### config.mk
export PLATFORM = sky130hd
export DESIGN_NAME = kb_input_sched
export DESIGN_NICKNAME = d
export VERILOG_FILES = /design/src/rtl/kb_input_sched.sv
export SDC_FILE = /design/constraint.sdc
export NUM_CORES = 1
export LEC_CHECK = 0
export ABC_AREA = 0
export BUFFER_PORTS_ARGS = -buffer_cell sky130_fd_sc_hd__buf_2
export CAP_MARGIN = 40
export CELL_PAD_IN_SITES_DETAIL_PLACEMENT = 1
export CELL_PAD_IN_SITES_GLOBAL_PLACEMENT = 2
export CORE_UTILIZATION = 30
export CTS_CLUSTER_SIZE = 8
export DETAILED_ROUTE_END_ITERATION = 7
export PLACE_DENSITY_LB_ADDON = 0.25
export SETUP_SLACK_MARGIN = 0.5
export SLEW_MARGIN = 20
export SYNTH_ARGS = -nofsm -noshare
export SYNTH_HDL_FRONTEND = slang
export SYNTH_SLANG_ARGS = --single-unit
### constraint.sdc
create_clock -name CLOCK_50 -period 9.9 [get_ports CLOCK_50]
set_input_delay 0.495 -clock CLOCK_50 [delete_from_list [all_inputs] [get_ports CLOCK_50]]
set_output_delay 0.495 -clock CLOCK_50 [all_outputs]
set_load 0.01 [all_outputs]
### src/rtl/kb_input_sched.sv
// kb_input_sched: turns PS/2 driver key levels into press/typematic events buffered in a FWFT FIFO.
// Define KB_CTRL_MAP_EN to fold Ctrl+lowercase letters (0x61..0x7A) into control codes 0x01..0x1A.
module kb_input_sched #(
    parameter int DEPTH_LOG2     = 4,
    parameter int REPEAT_DELAY   = 25000000,
    parameter int REPEAT_RATE    = 5000000,
    parameter int RECOVER_CYCLES = 16
) (
    input  logic                CLOCK_50,
    input  logic                clrn,
    input  logic [7:0]          key_code,
    input  logic                key_special,
    input  logic                key_ctrl,
    input  logic                key_error,
    output logic                drv_clr,
    input  logic                rd_en,
    output logic [8:0]          rd_data,
    output logic                fifo_empty,
    output logic [DEPTH_LOG2:0] fifo_count,
    output logic                overflow,
    input  logic                ovf_clr
);
    localparam int T_MAX_A = (REPEAT_DELAY > REPEAT_RATE) ? REPEAT_DELAY : REPEAT_RATE;
    localparam int T_MAX   = (T_MAX_A > RECOVER_CYCLES) ? T_MAX_A : RECOVER_CYCLES;
    localparam int TW      = (T_MAX > 1) ? $clog2(T_MAX) : 1;

    localparam logic [TW-1:0]       DELAY_LAST   = TW'(REPEAT_DELAY - 1);
    localparam logic [TW-1:0]       RATE_LAST    = TW'(REPEAT_RATE - 1);
    localparam logic [TW-1:0]       RECOVER_LAST = TW'(RECOVER_CYCLES - 1);
    localparam logic [DEPTH_LOG2:0] FULL_COUNT   = {1'b1, {DEPTH_LOG2{1'b0}}};

    typedef enum logic [1:0] {IDLE, HELD, REPEAT, RECOVER} state_t;

    logic [7:0]            code_q;
    logic                  special_q;
    logic                  ctrl_q;
    logic                  error_q;
    state_t                state;
    state_t                state_n;
    logic [TW-1:0]         timer;
    logic [TW-1:0]         timer_n;
    logic [7:0]            last_code;
    logic [7:0]            last_code_n;
    logic                  push;
    logic                  repeat_due;
    logic [7:0]            mapped_code;
    logic [8:0]            event_word;
    logic [8:0]            mem [1 << DEPTH_LOG2];
    logic [DEPTH_LOG2-1:0] wr_ptr;
    logic [DEPTH_LOG2-1:0] rd_ptr;
    logic [DEPTH_LOG2:0]   count;
    logic                  full;
    logic                  pop;
    logic                  do_write;
    logic                  drop;

    always_ff @(posedge CLOCK_50) begin
        if (clrn) begin
            code_q    <= '0;
            special_q <= 1'b0;
            ctrl_q    <= 1'b0;
            error_q   <= 1'b0;
        end else begin
            code_q    <= key_code;
            special_q <= key_special;
            ctrl_q    <= key_ctrl;
            error_q   <= key_error;
        end
    end

`ifdef KB_CTRL_MAP_EN
    always_comb begin
        mapped_code = code_q;
        if (ctrl_q && !special_q && (code_q >= 8'h61) && (code_q <= 8'h7A))
            mapped_code = code_q - 8'h60;
    end
`else
    logic ctrl_unused;
    assign ctrl_unused = ctrl_q;
    assign mapped_code = code_q;
`endif

    // Repeats are built from the live registered inputs, which match last_code whenever one fires.
    assign event_word = {special_q, mapped_code};
    assign repeat_due = (state == HELD) ? (timer == DELAY_LAST) : (timer == RATE_LAST);
    assign drv_clr    = (state == RECOVER);

    always_ff @(posedge CLOCK_50) begin
        if (clrn) begin
            state     <= IDLE;
            timer     <= '0;
            last_code <= '0;
        end else begin
            state     <= state_n;
            timer     <= timer_n;
            last_code <= last_code_n;
        end
    end

    always_comb begin
        state_n     = state;
        timer_n     = timer;
        last_code_n = last_code;
        push        = 1'b0;
        case (state)
            IDLE: begin
                if (error_q) begin
                    state_n = RECOVER;
                    timer_n = '0;
                end else if (code_q != 8'h00) begin
                    push        = 1'b1;
                    last_code_n = code_q;
                    timer_n     = '0;
                    state_n     = HELD;
                end
            end
            HELD, REPEAT: begin
                if (error_q) begin
                    state_n = RECOVER;
                    timer_n = '0;
                end else if (code_q == 8'h00) begin
                    state_n = IDLE;
                    timer_n = '0;
                end else if (code_q != last_code) begin
                    push        = 1'b1;
                    last_code_n = code_q;
                    timer_n     = '0;
                    state_n     = HELD;
                end else if (repeat_due) begin
                    push    = 1'b1;
                    timer_n = '0;
                    state_n = REPEAT;
                end else begin
                    timer_n = timer + 1'b1;
                end
            end
            RECOVER: begin
                if (timer == RECOVER_LAST) begin
                    state_n     = IDLE;
                    timer_n     = '0;
                    last_code_n = '0;
                end else begin
                    timer_n = timer + 1'b1;
                end
            end
            default: begin
                state_n = IDLE;
                timer_n = '0;
            end
        endcase
    end

    // A pop frees the slot a same-cycle push needs, so a full FIFO only drops when not being read.
    assign full       = (count == FULL_COUNT);
    assign fifo_empty = (count == '0);
    assign fifo_count = count;
    assign pop        = rd_en && !fifo_empty;
    assign do_write   = push && (!full || pop);
    assign drop       = push && full && !pop;
    assign rd_data    = fifo_empty ? 9'h000 : mem[rd_ptr];

    always_ff @(posedge CLOCK_50) begin
        if (do_write)
            mem[wr_ptr] <= event_word;
    end

    always_ff @(posedge CLOCK_50) begin
        if (clrn) begin
            wr_ptr   <= '0;
            rd_ptr   <= '0;
            count    <= '0;
            overflow <= 1'b0;
        end else begin
            if (do_write)
                wr_ptr <= wr_ptr + 1'b1;
            if (pop)
                rd_ptr <= rd_ptr + 1'b1;
            if (do_write && !pop)
                count <= count + 1'b1;
            else if (pop && !do_write)
                count <= count - 1'b1;
            if (drop)
                overflow <= 1'b1;
            else if (ovf_clr)
                overflow <= 1'b0;
        end
    end

endmodule
* Word-level counts from Yosys, hierarchy flattened
Memories as Yosys holds them, arrays and structs flattened. A register that Yosys moved wholly into a read port is not among the register bits.
Index checks and enable logic that the tools add are counted.
** Storage, ports and cells
- Register bits :: 59
- Latch bits :: 0
- RAM bits :: 144
- ROM bits :: 0
- Input port bits :: 15
- Output and inout port bits :: 17
- Word-level logic and storage cells :: 92
- Memories :: 1
** Memory list
- mem :: depth 16, bits a word 9, read ports 1, clocked after memory_dff 1, wr ports 1, RTL line 48 : logic [8:0] mem [1 << DEPTH_LOG2];
** Cells by class
- $add $sub $neg :: 5
- Multiply operators :: 0
- Divide/modulo/power cells :: 0
- Magnitude comparators :: 0
- Equality and inequality tests :: 16
- Shift-type cells :: 0
- Mux-type cells :: 40
- Bitwise operators :: 0
- Reduce and logical (&&, ||, !) cells :: 20
** Operator list (count)
- $mux W25 :: 7
- $pmux W25 S3 :: 1
- $mux W8 :: 6
- $add A25 B1 Y25 const B :: 1
- $eq A25 B23 Y1 const B :: 1
- $eq A25 B25 Y1 const B :: 1
- $eq A25 B4 Y1 const B :: 1
- $pmux W8 S3 :: 1
- $mux W2 :: 7
- $mux W1 :: 11
- $mux W5 :: 2
- $ne A2 B2 Y1 const B :: 5
- $mux W9 :: 1
- $add A4 B1 Y4 const B :: 2
- $logic_not A8 Y1 :: 1
- $mux W4 :: 2
- $ne A8 B8 Y1 :: 1
- $reduce_bool A8 Y1 :: 1
- $logic_and A1 B1 Y1 :: 6
- $pmux W2 S3 :: 1
- $reduce_and A6 Y1 :: 1
- $add A5 B1 Y5 const B :: 1
- $eq A5 B5 Y1 const B :: 1
- $logic_not A5 Y1 :: 1
- 13 further kinds :: 18

* Longest topological paths before layout
Gate-level depths: netlist of the first run.
- Word-level depth :: 12
- Mapped depth :: 16
- Mapped depth without buffers :: 16

* Worst setup path before layout of the first run
Ideal clock, no wire load.
- Path kind :: flip-flop to flip-flop
- Start point :: register state[1]
- End point :: register count[4], in the netlist fifo_count[4]
- Setup time :: 0.128 ns
- Arrival :: 3.528 ns
- Data required time :: 9.772 ns
- Setup slack :: 6.245 ns
- Stages on the path, launching flop included :: 16
- Path buffers :: 0
- Clock period less this slack :: 3.655 ns
- Path through :: dfxtp_1 > inv_1 > ha_1 > or4_1 > a2111oi_4 > a211oi_4 > inv_2 > ha_1 > inv_1 > ha_1 > nor2b_1 > o21a_1 > or3_1 > a21oi_1 > xnor2_1 > nor2_1
** Between the ends
- Word-level cells in the longest chain between the ends :: 11
- Elaborated cells on any way between the ends :: 16
- Classes of those cells :: eq/ne: 2; mux: 7; reduce/logical: 7
** RTL lines
- start, declared :: RTL line 38 : state_t state;
- start signal, assigned :: RTL line 94 : state <= state_n;
- $eq A2 B1 Y1 :: RTL line 85, 105
- $mux W1 :: RTL line 85 : assign repeat_due = (state == HELD) ? (timer == DELAY_LAST) : (timer == RATE_LAST);
- $mux W1 :: RTL line 129 : end else if (repeat_due) begin
- $mux W1 :: RTL line 124 : end else if (code_q != last_code) begin
- $mux W1 :: RTL line 121 : end else if (code_q == 8'h00) begin
- $mux W1 :: RTL line 118 : if (error_q) begin
- $pmux W1 S2 * :: RTL line 105 : case (state)
- $logic_and A1 B1 Y1 * :: RTL line 158 : assign do_write = push && (!full || pop);
- via do_write :: RTL line 54 : logic do_write;
- $logic_not A1 Y1 :: RTL line 180 : else if (pop && !do_write)
- $logic_and A1 B1 Y1 :: RTL line 180
- $reduce_bool A2 Y1 (no line)
- end signal, assigned :: RTL line 179 : count <= count + 1'b1;
- end signal, assigned :: RTL line 181 : count <= count - 1'b1;
- end, declared :: RTL line 51 : logic [DEPTH_LOG2:0] count;
Mark *: on every way through the listed nets, which the timed path passes. The rest lies on a longest branch.
A chain may end at the register's enable or synchronous reset.

* Worst setup path in the final report of the first run
- Start point :: register code_q[6]
- End point :: register count[4], in the netlist fifo_count[4]
** Between the ends
- Word-level cells in the longest chain between the ends :: 9
- Elaborated cells on any way between the ends :: 15
- Classes of those cells :: eq/ne: 1; mux: 7; reduce/logical: 7
** RTL lines
- start, declared :: RTL line 34 : logic [7:0] code_q;
- start signal, assigned :: RTL line 64 : code_q <= key_code;
- $ne A8 B8 Y1 :: RTL line 124
- $mux W1 :: RTL line 124
- $mux W1 :: RTL line 121
- $mux W1 :: RTL line 118
- $pmux W1 S2 * :: RTL line 105
- $logic_and A1 B1 Y1 * :: RTL line 158
- via do_write :: RTL line 54
- $logic_not A1 Y1 :: RTL line 180
- $logic_and A1 B1 Y1 :: RTL line 180
- $reduce_bool A2 Y1 (no line)
Marked as above.

==> results.toml, run 1 <==
[critical_path]
cpPeakStageDelay_ns = 0.76
worst_r2r_path_depth = 14
cp_max_fo = 19
cp_common_cell = "ha_1"
rrSetupSlack_ns = 5.52
path_buf_inv = 2
critPathCaptureType = "flip-flop"
worstPathRequired_ns = 10.33
crit_path_top_delay_cell = "dfxtp_1"
cp.arrival_ns = 4.80
cpLargestDelayFamily = "compound AO/OA/AOI/OAI gates"
rr_startpoint = "code_q[6]"
path_class = "reg2reg"
r2r-end = "fifo_count[4]"
crit_chain = "xor2_1, nor4_1, a2111oi_0, a211oi_4, inv_2, ha_1, inv_1, ha_1, nor2b_1, o21a_1, or3_1, a21oi_1, xnor2_1, nor2_1"
start_kind = "flip-flop"

[timing]
timing.final.crit_share_pct = 44.2
fin_setup_tns_ns = 0
slew_headroom_pct = 45.1
max_freq_mhz = 229
finalSetupViolCount = 0
fin_crit_ns = 4.38
finClkSkew_ns = 0.0292
whs_ns = 0.168
rsz0062_at_grt = "no"
hold_viol_final = 0
maxSlewViolCount = 0
worst_slew_pin_slew_ns = 0.803

[global_routing]
grt_use_total_pct = 14.4
grt_pass1_wl_mm = 33.1
grt_start_max_net_pins = 37
grt_remaining_overflow = 0
antenna_found_initial = 0
grt_pass1_vias = 5561

[synth]
synth_area_um2 = 8790
syn_avg_cell_area_um2 = 14.6
ys_ff_latch = 207
synth_cells = 601
synth_flop_cell = "edfxtp_1"
ys_types = 57
yosys_warnings = 0
ys_seq_area_share_pct = 63.6
syn-num-nets = 632
async_flop_share_pct = 0
synth_edf_count = 144

[placement]
portBuffers = 30
routabilityCongestion = 0.746
dp_hpwl_mm = 13.5

[layout]
final_common_cell = "edfxtp_1"
drive_above_1_share_pct = 20.4
area_growth_pct = 18.2
final_nets = 681
num-fill-cells = 2966
mostFrequentLayoutCells = "144 x edfxtp_1, 62 x dfxtp_1, 45 x mux4_2"
num_antenna_cells = 0

[die]
die_height_um = 173
rows = 62
initial_utilization_pct = 30.5
fp.dieW_um = 173
core_um2 = 28800
io_pins = 32
dieArea_um2 = 30000

[pwr]
p_switching_mw = 0.671
peakVddDrop_uv = 131
comb_power_share_pct = 20.0
leakage_nw = 3.39
power_per_cell_area_nw_per_um2 = 240
clockPowerShare_pct = 39.2
switching_share_pct = 26.9
p_seq_share_pct = 40.8
intPower_mw = 1.82
power_mw = 2.49

[cts]
cts_tree = "done"
post_cts_buffers = 0
htree_levels = 1
clk_latency_ns = 0.56
cts_max_path_buffers = 3
cts-resized-gates = 0
root_buffer = "clkbuf_16"
cts_buffers = 30
cts_sinks = 207
ctsHoldBuffers = 0
clk_pin_slew_ns = 0.05

[detailed_routing]
drt_iter0_drc = 372
wl_mm = 21.1
wire_per_inst_um = 20.0
ant_nets = 0
drtPass1Iterations = 4
drcViolationCount = 0
vias = 5205
vias_per_cell = 4.93

[hold_path]
min_path_cells = 2
whs_endpoint = "code_q[1]"
worstHoldPathType = "in2reg"
holdCritStartpoint = "key_code[1]"

[run_status]
outcome = "completed"

[flow_run]
max_cap_violations = 0
per-layer routing:
metal	global-route usage (%)	share of wire [%]	vias to the layer above
met3	2.31	4.6	38
met4	4.65	2.5	0
met2	22.7	46	96
li1	-	-	2388
met5	0	0	-
met1	20.3	47	2683
state kept, by name, indices dropped and copies added (netlist names), named ones only:
signal      count
fifo_count      5
overflow        1
mem           144
rd_ptr          4
state           2
error_q         1
timer          25
last_code       8
special_q       1
wr_ptr          4
code_q          8
how the worst max path moves through the flow:
stage | start | to | slack [ns] | cells past startpoint
4_1_cts | code_q[6] | fifo_count[4] | 5.47 | 14
3_3_place_gp | code_q[2] | fifo_count[4] | 5.28 | 14
6_report | code_q[6] | fifo_count[4] | 5.52 | 14
5_1_grt | code_q[6] | fifo_count[4] | 5.05 | 14
2_1_floorplan | state[1] | fifo_count[4] | 6.24 | 15
3_5_place_dp | code_q[6] | fifo_count[4] | 5.51 | 14
cell usage after synthesis, types with 3 or more instances:
cell,number,area (µm²)
a21oi_1,27,135
a31oi_1,5,31.3
and2_1,12,75.1
and3_1,9,56.3
and4_1,3,26.3
buf_2,5,25.0
clkbuf_1,16,60.1
dfxtp_1,63,1260
edfxtp_1,144,4320
ha_1,15,188
inv_1,18,67.6
mux4_2,45,1010
nand2_1,41,154
nand3_1,21,105
nand4_1,6,37.5
nor2_1,43,161
nor2b_1,23,144
nor3_1,5,25.0
nor4_1,10,62.6
o21ai_0,4,20.0
o22ai_1,3,18.8
o311ai_0,5,43.8
or3_1,3,18.8
or3b_1,6,52.6
or3b_2,3,26.3
xnor2_1,10,87.6
xor2_1,18,158
power groups by stage:
| stage | Clock [mW] | Combinational (mW) | Sequential (mW) |
|---|---|---|---|
| CTS | 1.01 | 0.513 | 1.02 |
| global placement | 0 | 0.500 | 1.03 |
| global route | 1.05 | 0.548 | 1.02 |
| finish | 0.977 | 0.498 | 1.02 |
| detailed placement | 0 | 0.510 | 1.03 |
| floorplan | 0 | 0.360 | 1.02 |
kinds of logic (layout without fill, tap and decap cells):
family / count (synthesis) / after routing / synth area share (%)
AO/OA/AOI/OAI: 61 / 61 / 5.48
XOR/XNOR: 28 / 28 / 2.79
adder cells (fa/ha/maj): 16 / 16 / 2.36
buffers and inverters: 42 / 113 / 1.87
flip-flops: 207 / 207 / 63.6
multiplexers: 47 / 47 / 11.8
AND/OR/NAND/NOR: 200 / 200 / 12.2
final cells by class:
class                   instances  area [µm²]  share of cell area, %
multi-input cells             352        3070                   29.5
well taps                     384         480                   4.63
inverters                      19        71.3                  0.687
flip-flops and latches        207        5590                   53.8
repair buffers                 40         263                   2.53
clock inverters                 2        60.1                  0.578
clock buffers                  52         855                   8.23
stage by stage:
| stage | cell area, µm² | util, % | setup WS [ns] | cells |
|---|---|---|---|---|
| 2_1_floorplan | 8790 | - | 6.24 | 601 |
| 6_report | 10400 | 36.1 | 5.52 | 1056 |
| 5_1_grt | 10400 | 36.1 | 5.05 | 1056 |
| 3_5_place_dp | 9440 | 32.8 | 5.51 | 1000 |
| 3_3_place_gp | 9390 | 32.6 | 5.28 | 997 |
| 4_1_cts | 10400 | 36.0 | 5.47 | 1054 |
Note: power is estimated with default switching activity, not from simulation.
==> run 2: changes to the inputs <==
==> constraint.sdc (replaced) <==
create_clock -name CLOCK_50 -period 4.3 [get_ports CLOCK_50]
set_input_delay 0.215 -clock CLOCK_50 [delete_from_list [all_inputs] [get_ports CLOCK_50]]
set_output_delay 0.215 -clock CLOCK_50 [all_outputs]
set_load 0.01 [all_outputs]
==> run 2 against run 1 <==
Against the previous run:
- flip-flop and latch count unchanged
- highest routed layer unchanged
- hold slack improved by 0.0049 ns
- sequential share of layout area decreased by 1.2 points
- core utilization increased by 0.81 points
- wire length increased by 0.85%
- non-clock buffer count increased by 33
- critical endpoint unchanged
- register-to-register slack got worse by 4.8 ns
- clock power increased by 120%
- combinational power increased by 140%
- first-iteration DRC count decreased by 8.3%
==> results.toml, run 2 (synthesized netlist as in run 1, its figures left out) <==
[critical_path]
path_class = "reg2reg"
critPathCaptureType = "flip-flop"
start_kind = "flip-flop"
cp.arrival_ns = 3.98
cp-endpoint = "fifo_count[4]"
worstPathRequired_ns = 4.71
rr_startpoint = "state[1]"
rrSetupSlack_ns = 0.73
cp_max_fo = 5
worstSetupStartpoint = "state[1]"
worst_r2r_path_depth = 16
r2r-end = "fifo_count[4]"

[detailed_routing]
vias = 5275
vias_per_cell = 4.85
drt_iter0_drc = 341
ant_nets = 0
wl_mm = 21.3
drcViolationCount = 0
drtPass1Iterations = 4
wire_per_inst_um = 19.6

[timing]
worst_slew_pin_slew_ns = 0.723
fin_ws_ns = 0.732
whs_ns = 0.173
fin_crit_ns = 3.57
finClkSkew_ns = 0.0204
max_freq_mhz = 280
fin_setup_tns_ns = 0
rsz0062_at_grt = "no"
hold_viol_final = 0
timing.final.crit_share_pct = 83.0
finalSetupViolCount = 0
slew_headroom_pct = 51.8
maxSlewViolCount = 0

[layout]
largest_register_ffs = 144
num-fill-cells = 3001
final_nets = 714
area_growth_pct = 20.8
mostFrequentLayoutCells = "144 x edfxtp_1, 62 x dfxtp_1, 45 x mux4_2"
reg.largest.list = "mem (144), timer (25)"
drive_above_1_share_pct = 23.2
top_register = "mem"
num_antenna_cells = 0
final_common_cell = "edfxtp_1"
stdcell_count = 1088

[die]
core_um2 = 28800
initial_utilization_pct = 30.5
fp.dieW_um = 173
dieArea_um2 = 30000
rows = 62
io_pins = 32
die_height_um = 173

[placement]
dp_hpwl_mm = 13.7
dp_cells = 1020
post-place-ws_ns = 0.352
portBuffers = 30
routabilityCongestion = 0.786

[pwr]
clockPowerShare_pct = 37.7
leakage_nw = 3.53
p_switching_mw = 1.54
p_seq_share_pct = 41.4
peakVddDrop_uv = 288
comb_power_share_pct = 20.9
switching_share_pct = 27.0
power_per_cell_area_nw_per_um2 = 537
power_mw = 5.70
intPower_mw = 4.16

[cts]
clk_pin_slew_ns = 0.05
cts_sinks = 207
clk_latency_ns = 0.55
root_buffer = "clkbuf_16"
cts_tree = "done"
htree_levels = 1
cts_buffers = 30
cts_max_path_buffers = 3

[global_routing]
grt_use_total_pct = 14.5
antenna_found_initial = 0
grt_pass1_wl_mm = 33.4
grt_start_max_net_pins = 45
grt_remaining_overflow = 0
grt_pass1_vias = 5774

[flow_run]
max_cap_violations = 0

[run_status]
outcome = "completed"

[hold_path]
worstHoldPathType = "in2reg"
## run 2: cell types whose count changed in the layout (fill, tap and decap cells not counted), sizes merged
cell | previous run | this run
buf | 39 | 62
bufinv | 1 | 0
clkbuf | 52 | 51
clkdlybuf4s18 | 1 | 0
clkinv | 1 | 2
dlygate4sd3 | 0 | 11
## run 2: through the flow
step	utilization, %	instance area [µm²]
floorplan	-	8790
global route	36.9	10600
CTS	36.8	10600
detailed placement	33.3	9580
finish	36.9	10600
global placement	33.3	9570
## run 2: final cells by class
class / count / area [µm²] / area share [%]
clock buffers: 51 / 840 / 7.91
clock inverters: 2 / 38.8 / 0.365
inverters: 19 / 71.3 / 0.672
multi-input cells: 352 / 3080 / 29.0
flip-flops and latches: 207 / 5590 / 52.6
well taps: 384 / 480 / 4.53
repair buffers: 73 / 517 / 4.87
## run 2: repair_timing
item                                   4_1_cts  5_1_grt
cloned                                       0        0
setup buffers                                2        2
endpoints found under the hold margin       11        0
hold buffers                                11        0
pin swaps                                    2        0
resized for setup                            0        5
setup endpoints to repair                    1        1
## run 2: worst max-delay path, cell delays in order (launching register included)
cell and delay [ns]:
dfxtp_1 0.35, inv_1 0.08, ha_2 0.21, or4_4 0.51, a2111oi_4 0.29, buf_4 0.19
a211oi_4 0.07, inv_2 0.11, ha_2 0.22, inv_1 0.10, ha_1 0.31, nor2b_1 0.14
o21a_1 0.17, or3_1 0.30, a21oi_1 0.20, xnor2_1 0.14, nor2_1 0.05
## run 2: how the worst min path moves through the flow
stage,from,end,slack (ns),cells after the start
6_report,rd_en,flip-flop,0.17,4
5_1_grt,rd_en,flip-flop,0.19,4
4_1_cts,rd_en,flip-flop,0.15,4
3_5_place_dp,key_error,error_q,0.43,2
3_3_place_gp,key_code[2],code_q[2],0.43,2
2_1_floorplan,key_code[0],code_q[0],0.34,1
## run 2: layer usage
layer	GRT usage [%]	up-vias	routed length, µm
met4	3.95	0	378
met2	24.2	82	10200
met3	2.33	32	751
met5	0	-	0
li1	-	2462	-
met1	19.7	2699	10000
## run 2: power by group through the flow
stage	sequential [mW]	combinational, mW	clock, mW
floorplan	2.35	0.830	0
global placement	2.39	1.17	0
detailed placement	2.40	1.19	0
CTS	2.36	1.21	2.21
global route	2.38	1.31	2.30
finish	2.36	1.19	2.15
